`src/rtl/muldiv_iter.sv`:
```
// muldiv_iter: iterative RV32M multiply/divide, one shared 32-step shift engine.
module muldiv_iter #(
  parameter int XLEN = 32
) (
  input  logic            clk,
  input  logic            rst,
  input  logic            start,
  input  logic [2:0]      op,
  input  logic [XLEN-1:0] a,
  input  logic [XLEN-1:0] b,
  output logic            busy,
  output logic            done,
  output logic [XLEN-1:0] result
);
  typedef enum logic [1:0] {IDLE, RUN, FIN} state_t;
  state_t state, state_n;
  logic [2:0] op_q;
  logic [5:0] cnt;
  logic [63:0] acc, acc_n, prod;
  logic [31:0] den, ma, mb, spec_res, quo, rmd, res_n;
  logic [32:0] sum, sh, diff;
  logic neg, sa, sb, special;
  always_comb begin
    sa = a[31] & (op == 3'b001 || op == 3'b010 || op == 3'b100 || op == 3'b110);
    sb = b[31] & (op == 3'b001 || op == 3'b100 || op == 3'b110);
    ma = sa ? -a : a;
    mb = sb ? -b : b;
    special = op[2] && (b == '0 || (!op[0] && a == 32'h8000_0000 && b == '1));
    spec_res = b == '0 ? (op[1] ? a : '1) : (op[1] ? '0 : 32'h8000_0000);
    // acc holds {accumulator, multiplier} for multiply and {remainder, dividend/quotient} for divide
    sum = {1'b0, acc[63:32]} + {1'b0, den};
    sh = acc[63:31];
    diff = sh - {1'b0, den};
    acc_n = op_q[2] ? (sh >= {1'b0, den} ? {diff[31:0], acc[30:0], 1'b1} : {sh[31:0], acc[30:0], 1'b0})
                    : (acc[0] ? {sum, acc[31:1]} : {1'b0, acc[63:1]});
    prod = neg ? -acc_n : acc_n;
    quo = neg ? -acc_n[31:0] : acc_n[31:0];
    rmd = neg ? -acc_n[63:32] : acc_n[63:32];
    res_n = op_q[2] ? (op_q[1] ? rmd : quo) : (op_q[1:0] == 2'b00 ? prod[31:0] : prod[63:32]);
    state_n = state == IDLE ? (start ? (special ? FIN : RUN) : IDLE)
            : state == RUN ? (cnt == 6'd31 ? FIN : RUN) : IDLE;
  end
  always_ff @(posedge clk or posedge rst)
    if (rst) state <= IDLE;
    else state <= state_n;
  always_ff @(posedge clk or posedge rst)
    if (rst) begin
      op_q <= '0;
      cnt <= '0;
      acc <= '0;
      den <= '0;
      neg <= 1'b0;
      result <= '0;
    end else if (state == IDLE && start) begin
      op_q <= op;
      cnt <= '0;
      neg <= (op[2] && op[1]) ? sa : sa ^ sb;
      den <= op[2] ? mb : ma;
      acc <= {32'b0, op[2] ? ma : mb};
      if (special) result <= spec_res;
    end else if (state == RUN) begin
      acc <= acc_n;
      cnt <= cnt + 6'd1;
      if (cnt == 6'd31) result <= res_n;
    end
  assign busy = state == RUN;
  assign done = state == FIN;
endmodule

```
`config.mk`:
```
export PLATFORM = sky130hd
export DESIGN_NAME = muldiv_iter
export DESIGN_NICKNAME = d
export VERILOG_FILES = /design/src/rtl/muldiv_iter.sv
export SDC_FILE = /design/constraint.sdc
export NUM_CORES = 1
export LEC_CHECK = 0
export ABC_AREA = 0
export BUFFER_PORTS_ARGS = -buffer_cell sky130_fd_sc_hd__buf_2
export CAP_MARGIN = 30
export CORE_MARGIN = 2
export CORE_UTILIZATION = 31
export CTS_BUF_LIST = sky130_fd_sc_hd__clkbuf_4
export DETAILED_ROUTE_END_ITERATION = 10
export GPL_TIMING_DRIVEN = 0
export PLACE_DENSITY_LB_ADDON = 0.12
export SETUP_SLACK_MARGIN = 0.4
export SLEW_MARGIN = 0
export SYNTH_ARGS = -nofsm -noshare
export SYNTH_HDL_FRONTEND = slang
export SYNTH_SLANG_ARGS = --single-unit
```
`constraint.sdc`:
```
create_clock -name clk -period 13.75 [get_ports clk]
set_input_delay 0 -clock clk [delete_from_list [all_inputs] [get_ports clk]]
set_output_delay 0 -clock clk [all_outputs]
set_load 0.005 [all_outputs]
```
==> After elaboration in Yosys (flattened, before gate mapping) <==
Index checks and enable logic that the tools add are counted.
{ "classes": {"add_sub_neg": 8, "bitwise": 3, "muxes": 30, "eq_ne": 10, "n_lt_le_gt_ge": 1, "reduce_logical": 18} }
{ "op_table": {"columns": ["cell", "n"], "rows": [
  ["$mux 32", 16],
  ["$mux 64", 6],
  ["$neg 32->32", 4],
  ["$eq 32x32->1 const B", 2],
  ["$neg 64->64", 1],
  ["$add 32x32->33", 1],
  ["$ge 33x32->1", 1],
  ["$logic_not 32->1", 1],
  ["$sub 32x32->32", 1],
  ["$mux 6", 2],
  ["$mux 2", 5],
  ["$add 6x1->6 const B", 1],
  ["$eq 3x3->1 const B", 2],
  ["$eq 6x5->1 const B", 1],
  ["$logic_or 1x1->1", 6],
  ["$logic_and 1x1->1", 5],
  ["$logic_not 2->1", 2],
  ["$reduce_bool 2->1", 2],
  ["$eq 3x1->1 const B", 1],
  ["$eq 3x2->1 const B", 1],
  ["$reduce_and 3->1", 1],
  ["$and 1x1->1", 2],
  ["$eq 2x1->1 const B", 1],
  ["$eq 2x2->1 const B", 1],
  ["4 further kinds", 4]
]} }
{ "totals": {"output_inout_bits": 34, "in_bits": 70, "ff_bits": 140, "wordCells": 77} }

==> Longest topological paths before layout <==
Gate-level depths: netlist of the first run.
{ "logic_depth": {"ltp_word": 10, "mapped_depth": 22, "mapped_depth_nobuf": 20} }

==> Least setup slack after synthesis of the first run <==
OpenSTA, ideal clock, no wires.
{ "synth_path": {"kind": "flip-flop to flip-flop", "from": "register acc[61]", "to": "register result[28]", "period_less_slack_ps": 4992, "arrival_ps": 4866, "required_time_ps": 13624, "slack_ps": 8758, "setup_ps": 126, "n_path_buf": 1, "stages_incl_launch_ff": 20, "cell_sequence": "dfrtp_1 ha_1 a21o_1 a211o_1 a41o_1 a211o_4 o31a_1 inv_1 ha_1 o21ai_0 nor4_1 nand3_1 a2111o_1 or2_2 nand2_1 buf_2 nor2_1 a21oi_1 o2111ai_1 o32a_1"} }
{ "synth_via": {"elab_chain_cells": 10, "word_cells_on_any_way": 17, "classes_between": "add/sub (4); order compare (1); mux (12)"} }
{ "synth_rtl": {"columns": ["element", "line", "source"], "rows": [
  ["from (decl)", "19", "logic [63:0] acc, acc_n, prod;"],
  ["from (signal assigned)", "59", "acc <= {32'b0, op[2] ? ma : mb};"],
  ["from (signal assigned)", "62", "acc <= acc_n;"],
  ["$add 32x32->33 / $ge 33x32->1 (equally long branches)", "31, 34", null],
  ["$mux 64, on equally long branches", "35, 34", null],
  ["$mux 64 *", "34", "acc_n = op_q[2] ? (sh >= {1'b0, den} ? {diff[31:0], acc[30:0], 1'b1} : {sh[31:0], acc[30:0], 1'b0})"],
  ["$neg 64->64 (tied with other cells)", "36", "prod = neg ? -acc_n : acc_n;"],
  ["$mux 64 (tied with other cells)", "36", null],
  ["$mux 32", "39", "res_n = op_q[2] ? (op_q[1] ? rmd : quo) : (op_q[1:0] == 2'b00 ? prod[31:0] : prod[63:32]);"],
  ["$mux 32 *", "39", null],
  ["$mux 32 *", "64", "if (cnt == 6'd31) result <= res_n;"],
  ["$mux 32 *", "61", "end else if (state == RUN) begin"],
  ["$mux 32 *", "54", "end else if (state == IDLE && start) begin"],
  ["to (signal assigned)", "60", "if (special) result <= spec_res;"],
  ["to (signal assigned)", "64", null],
  ["to (decl)", "13", "output logic [XLEN-1:0] result"]
]} }
Every way passes the cells marked *; elsewhere a longest branch is shown, timed or not. The select of a mux whose other input is x is not followed.
A chain may end at the register's enable or synchronous reset.

==> Final worst setup path of the first run <==
{ "layout_path": {"from": "register op_q[2]", "to": "register result[8]"} }
{ "layout_via": {"elab_chain_cells": 8, "word_cells_on_any_way": 13, "classes_between": "add/sub (3); mux (10)"} }
{ "layout_rtl": {"columns": ["element", "line", "source"], "rows": [
  ["from (decl)", "17", "logic [2:0] op_q;"],
  ["from (signal assigned)", "55", "op_q <= op;"],
  ["$mux 64", "34", null],
  ["$neg 64->64 (tied with other cells)", "36", null],
  ["$mux 64 (tied with other cells)", "36", null],
  ["$mux 32", "39", null],
  ["$mux 32 *", "39", null],
  ["$mux 32 *", "64", null],
  ["$mux 32 *", "61", null],
  ["$mux 32 *", "54", null]
]} }
Marked as above.

==> results.sh, run 1 <==
export IMPL_ios=104
export IMPL_vias=20200
export IMPL_initial_core_util_pct=31.2
export IMPL_antenna_left=0
export IMPL_syn_inst=2330
export IMPL_critPathKind="register to register"
export IMPL_post_synth_top_count_cell="nand2_1"
export IMPL_intPower_mw=2.46
export IMPL_synth_simple_gate_area_share_pct=25.2
export IMPL_n_fill_cell=5796
export IMPL_fp_coreArea_sq_mm=0.0535
export IMPL_rsz0062_at_grt="false"
export IMPL_setup_viol=0
export IMPL_cts_setup_buffers=0
export IMPL_avgSynthCellArea_sq_um=7.17
export IMPL_cts_buffers=17
export IMPL_synth_top_area_share_pct=21.0
export IMPL_outcome="completed"
export IMPL_power_density_mw_per_mm2=327
export IMPL_p_seq_share_pct=14.1
export IMPL_clock_sinks=140
export IMPL_worstPathArrival_ps=7540
export IMPL_synth_top_family_by_area="compound AO/OA/AOI/OAI gates"
export IMPL_pre_cts_slack_ps=7110
export IMPL_first_global_vias=19000
export IMPL_layout_setup_ws_ps=6820
export IMPL_clk_pin_slew_ps=160
export IMPL_p_switching_mw=3.97
export IMPL_synth_xor_area_share_pct=6.82
export IMPL_drc=0
export IMPL_swShare_pct=61.8
export IMPL_worst_skew_pair_late_latency_ps=760
export IMPL_track_usage_pct=32.9
export IMPL_fin_setup_tns_ps=0
export IMPL_min_period_over_period_pct=50.4
export IMPL_synth_flop_cell="dfrtp_1"
export IMPL_nets=2719
export IMPL_cp_max_fo=10
export IMPL_ys_top_cells_by_count="260 x nand2_1, 258 x o21ai_0, 209 x nor2_1, 192 x a21oi_1, 140 x dfrtp_1"
export IMPL_grt_util_met3_pct=4.88
export IMPL_die_x_um=236
export IMPL_drive_above_1_share_pct=9.12
export IMPL_p_comb_share_pct=80.5
export IMPL_grt_pass1_wl_um=134000
export IMPL_worstPathRequired_ps=14360
export IMPL_synthAdderAreaFrac_pct=5.49
export IMPL_wire_per_inst_um=28.3
export IMPL_antenna_found_initial=6
export IMPL_port_buffers=100
export IMPL_postPlaceCellArea_sq_mm=0.0182
export IMPL_vias_per_cell=6.14
export IMPL_die_height_um=236
export IMPL_slew_headroom_pct=24.7
export IMPL_hold_class="input pin to register"
export IMPL_maxCapViolCount=0
export IMPL_regToRegStartpoint="op_q[2]"
export IMPL_p_clk_share_pct=5.3
export IMPL_endpoint_kind="register"
export IMPL_root_buffer="clkbuf_4"
export IMPL_cts_path_max_buffers=2
export IMPL_dp_hpwl_um=75400
export IMPL_wl_um=93200
export IMPL_slew_violations=0
export IMPL_gp_congestion=0.989
export IMPL_ir_drop_uv=129
export IMPL_synth_top_area_cell="dfrtp_1"
export IMPL_fp_row_count=85
export IMPL_async_flop_share_pct=100
export IMPL_synth_compound_area_share_pct=32.2
export IMPL_final_cell_area_sq_mm=0.0197
export IMPL_dr_first_iter_drc_count=2212
export IMPL_clock_fmax_mhz=144
export IMPL_cts_max_level=4
export IMPL_ys_seq_area_share_pct=21.0
export IMPL_cp_startpoint="op_q[2]"
export IMPL_syn_to_final_growth_pct=17.8
export IMPL_drt_pass1_iterations=5
export IMPL_synth_mux_area_share_pct=3.42
export IMPL_tightest_slew_ps=1120
export IMPL_ys_warnings_count=0
export IMPL_min_from="a[21]"
export IMPL_period_needed_ps=6930
export IMPL_rrSetupSlack_ps=6820
export IMPL_syn_nets=2472
export IMPL_grt_use_met2_pct=52.7
export IMPL_gr_max_usage_layer="met2"
export IMPL_synth_cell_type_count=107
export IMPL_cp_start_kind="register"
export IMPL_grt_max_degree=79
export IMPL_synthesis_area_sq_mm=0.0167
export IMPL_cts_tree="done"
export IMPL_hold_violations=0
export IMPL_final_setup_skew_ps=42.1
export IMPL_grt_overflow=0
export IMPL_yosys_top_cells_area="dfrtp_1 21%, o21ai_0 7.7%, nand2_1 5.8%"
export IMPL_ys_seq_elements=140
export IMPL_dieArea_sq_mm=0.0557
export IMPL_grt_met1_usage_pct=43.0
export IMPL_p_leak_nw=7.56
export IMPL_synth_edf_count=0
## critical path, cell delays in order, from the launching register on
cell,delay [ps]
dfrtp_1,360
buf_2,220
buf_2,320
buf_2,430
buf_2,350
buf_2,370
buf_2,530
buf_2,430
buf_2,500
buf_2,490
buf_1,880
clkbuf_1,680
mux2i_1,400
xor2_1,160
a21oi_1,450
a31oi_1,150
## area by class of cell
class / instances / area [sq um] / share of cell area [%]
Multi-Input combinational cell: 1951 / 12200 / 62.1
Sequential cell: 140 / 3500 / 17.8
Timing Repair Buffer: 228 / 1770 / 8.98
Tap cell: 696 / 871 / 4.43
Buffer: 161 / 693 / 3.52
Inverter: 78 / 298 / 1.51
Clock inverter: 10 / 165 / 0.840
Clock buffer: 21 / 158 / 0.802
Antenna cell: 3 / 7.51 / 0.0382
## metal layers
layer / vias up / routed length [um]
li1: 9152 / -
met1: 9937 / 39800
met2: 906 / 42400
met3: 179 / 6140
met4: 0 / 4860
met5: - / 0
## cells by family after synthesis
| family | count (synthesis) |
|---|---|
| compound gates | 825 |
| xor+xnor | 130 |
| fa+ha+maj | 72 |
| buf+inv | 239 |
| flops | 140 |
| mux | 54 |
| simple gates | 870 |
## path summary, 6_finish.rpt
check,to,cells past startpoint
max,result[8],15
min,acc[31],6
max reg2reg,result[8],15
min reg2reg,result[28],1
max in group asynchronous,result[26],5
min in group asynchronous,acc[40],4
## repair_timing
item | in CTS | in global routing
hold endpoints to repair | 225 | 0
resized for setup | 0 | 0
hold buffers | 114 | 0
## state kept, by name, indices dropped and copies added (netlist names)
| signal | count |
|---|---|
| acc | 64 |
| den | 32 |
| state | 2 |
| neg | 1 |
| cnt | 6 |
| result | 32 |
| op_q | 3 |
## power by group through the flow
| stage | Sequential, mW | Clock, mW | Combinational (mW) |
|---|---|---|---|
| after CTS | 0.897 | 0.346 | 5.05 |
| final | 0.907 | 0.343 | 5.17 |
| after global placement | 0.904 | 0 | 4.94 |
| after detailed placement | 0.906 | 0 | 4.99 |
| after floorplan | 0.768 | 0 | 3.29 |
| after global routing | 0.922 | 0.358 | 5.54 |
## per-stage QoR
stage                     hold WS, ps  power (mW)  util [%]  instances
after floorplan                   134        4.06         -       2330
after global placement            407        5.84      33.8       3126
after detailed placement          199        5.90      34.0       3138
after CTS                        50.9        6.29      36.7       3283
after global routing              111        6.82      36.8       3288
final                             147        6.42      36.8       3288
## placed cells by master, fill, tap and decap left out, types with 25 or more instances in the layout
| cell type | synthesis | routed |
|---|---|---|
| xor2_1 | 63 | 63 |
| inv_1 | 77 | 76 |
| a21o_1 | 25 | 25 |
| a211oi_1 | 26 | 26 |
| nor4_1 | 26 | 26 |
| a31oi_1 | 33 | 33 |
| ha_1 | 70 | 70 |
| nor2_1 | 209 | 209 |
| buf_2 | 25 | 131 |
| nor3_1 | 74 | 74 |
| dlygate4sd3_1 | 0 | 114 |
| a21oi_1 | 192 | 192 |
| o31ai_1 | 30 | 30 |
| o211ai_1 | 66 | 66 |
| dfrtp_1 | 140 | 140 |
| nand2_1 | 260 | 260 |
| or3_1 | 30 | 30 |
| xnor2_1 | 67 | 67 |
| mux2i_1 | 47 | 47 |
| nand4_1 | 35 | 35 |
| nand3_1 | 99 | 99 |
| clkbuf_1 | 108 | 108 |
| o21ai_0 | 258 | 258 |
Note: power is estimated with default switching activity, not from simulation.
==> inputs of run 2 (changes only) <==
Clock period 13.75 ns to 6.35 ns, I/O delays scaled along.
==> results.sh, run 2 (synthesis gave the netlist of run 1 again) <==
export IMPL_rrSetupSlack_ps=440
export IMPL_power_density_mw_per_mm2=708
export IMPL_rsz0062_at_grt="false"
export IMPL_period_needed_ps=5910
export IMPL_wl_um=93300
export IMPL_fp_row_count=85
export IMPL_worst_skew_pair_late_latency_ps=770
export IMPL_port_buffers=100
export IMPL_endpoint_kind="register"
export IMPL_first_global_vias=19000
export IMPL_setup_viol=0
export IMPL_cts_path_max_buffers=2
export IMPL_grt_met1_usage_pct=43.5
export IMPL_min_period_over_period_pct=93.1
export IMPL_slew_headroom_pct=23.5
export IMPL_cp_start_kind="register"
export IMPL_root_buffer="clkbuf_4"
export IMPL_antenna_found_initial=6
export IMPL_pre_cts_slack_ps=-294
export IMPL_worstPathRequired_ps=6970
export IMPL_vias_per_cell=6.15
export IMPL_clock_fmax_mhz=169
export IMPL_cp_max_fo=10
export IMPL_drt_pass1_iterations=6
export IMPL_die_height_um=236
export IMPL_die_x_um=236
export IMPL_dieArea_sq_mm=0.0557
export IMPL_worstPathArrival_ps=6530
export IMPL_tightest_slew_ps=1130
export IMPL_outcome="completed"
export IMPL_vias=20300
export IMPL_top_register="acc"
export IMPL_dp_hpwl_um=75400
export IMPL_dr_first_iter_drc_count=2196
export IMPL_mostFrequentLayoutCell="nand2_1"
export IMPL_dp_cells=3138
export IMPL_drive_above_1_share_pct=10.1
export IMPL_track_usage_pct=32.9
export IMPL_critPathKind="register to register"
export IMPL_drc=0
export IMPL_hold_class="input pin to register"
export IMPL_cts_tree="done"
export IMPL_maxCapViolCount=0
export IMPL_gr_max_usage_layer="met2"
export IMPL_layout_setup_ws_ps=436
export IMPL_final_util_pct=37.0
export IMPL_wire_per_inst_um=28.3
export IMPL_nets=2723
export IMPL_syn_to_final_growth_pct=18.5
export IMPL_cts_buffers=17
export IMPL_largestRegisters="acc (64), den (32), result (32)"
export IMPL_clk_pin_slew_ps=160
export IMPL_clock_sinks=140
export IMPL_hold_violations=0
export IMPL_cts_max_level=4
export IMPL_ir_drop_uv=279
export IMPL_gp_congestion=0.989
export IMPL_ios=104
export IMPL_fin_setup_tns_ps=0
export IMPL_p_leak_nw=7.59
export IMPL_largest_register_ff_count=64
export IMPL_slew_violations=0
export IMPL_n_fill_cell=5797
export IMPL_final_cell_mix="260 x nand2_1, 258 x o21ai_0, 207 x nor2_1"
export IMPL_initial_core_util_pct=31.2
export IMPL_grt_use_met2_pct=52.6
export IMPL_antenna_left=0
export IMPL_grt_overflow=0
export IMPL_finalNonFillerCells=3293
export IMPL_grt_pass1_wl_um=134000
export IMPL_grt_max_degree=79
export IMPL_fp_coreArea_sq_mm=0.0535
export IMPL_final_setup_skew_ps=39.5
export IMPL_grt_util_met3_pct=4.32
run 2: final timing paths:
path                            cells past startpoint       start          to
worst max-delay path                               15     op_q[2]   result[8]
worst min-delay path                                4       b[19]     den[19]
worst max register to register                     15     op_q[2]   result[8]
worst min register to register                      1  result[28]  result[28]
max in group asynchronous                           5         rst  result[26]
min in group asynchronous                           4         rst     den[12]
run 2: power by group:
group	internal [mW]	total (mW)	switching [mW]	leakage [nW]
clock	0.329	0.741	0.412	0.168
combinational	3.72	11.3	7.57	5.69
sequential	1.33	1.97	0.638	1.72
run 2: critical path, stage by stage, from the launching register on:
cell and delay [ps]:
dfrtp_1 350, buf_2 220, buf_2 320, buf_2 430, buf_2 370, buf_2 380, buf_4 380, buf_2 390
clkbuf_4 400, buf_2 460, buf_2 500, clkbuf_2 440, mux2i_1 370, xor2_1 160, a21oi_1 410, a31oi_1 140
run 2: routing by layer:
layer | wire, um | up-vias | part of all wire, %
li1 | - | 9164 | -
met4 | 5050 | 0 | 5.4
met5 | 0 | - | 0
met2 | 42000 | 956 | 45
met1 | 39500 | 9930 | 42
met3 | 6670 | 200 | 7.1
run 2: cell type report:
type                            count  area (sq um)  area share [%]
Buffer                            161           706            3.57
Inverter                           78           298            1.51
Clock inverter                     10           165           0.835
Tap cell                          696           871            4.40
Antenna cell                        4          10.0          0.0506
Sequential cell                   140          3510            17.8
Multi-Input combinational cell   1951         12300            62.0
Clock buffer                       21           158           0.797
Timing Repair Buffer              232          1800            9.09
run 2: through the flow:
| step | power [mW] | hold slack, ps | cell area, sq um |
|---|---|---|---|
| 4_1_cts | 13.7 | 50.9 | 19700 |
| 3_5_place_dp | 12.8 | 199 | 18200 |
| 5_1_grt | 14.9 | 114 | 19800 |
| 2_1_floorplan | 8.80 | 134 | 16700 |
| 3_3_place_gp | 12.7 | 407 | 18100 |
| 6_report | 14.0 | 106 | 19800 |
run 2: timing repair:
action | in CTS | in global routing
hold endpoints to repair | 225 | 0
resized for setup | 18 | 14
pin swaps | 2 | 6
buffers inserted | 1 | 4
hold buffers | 114 | 0
endpoints found under the setup margin | 28 | 20
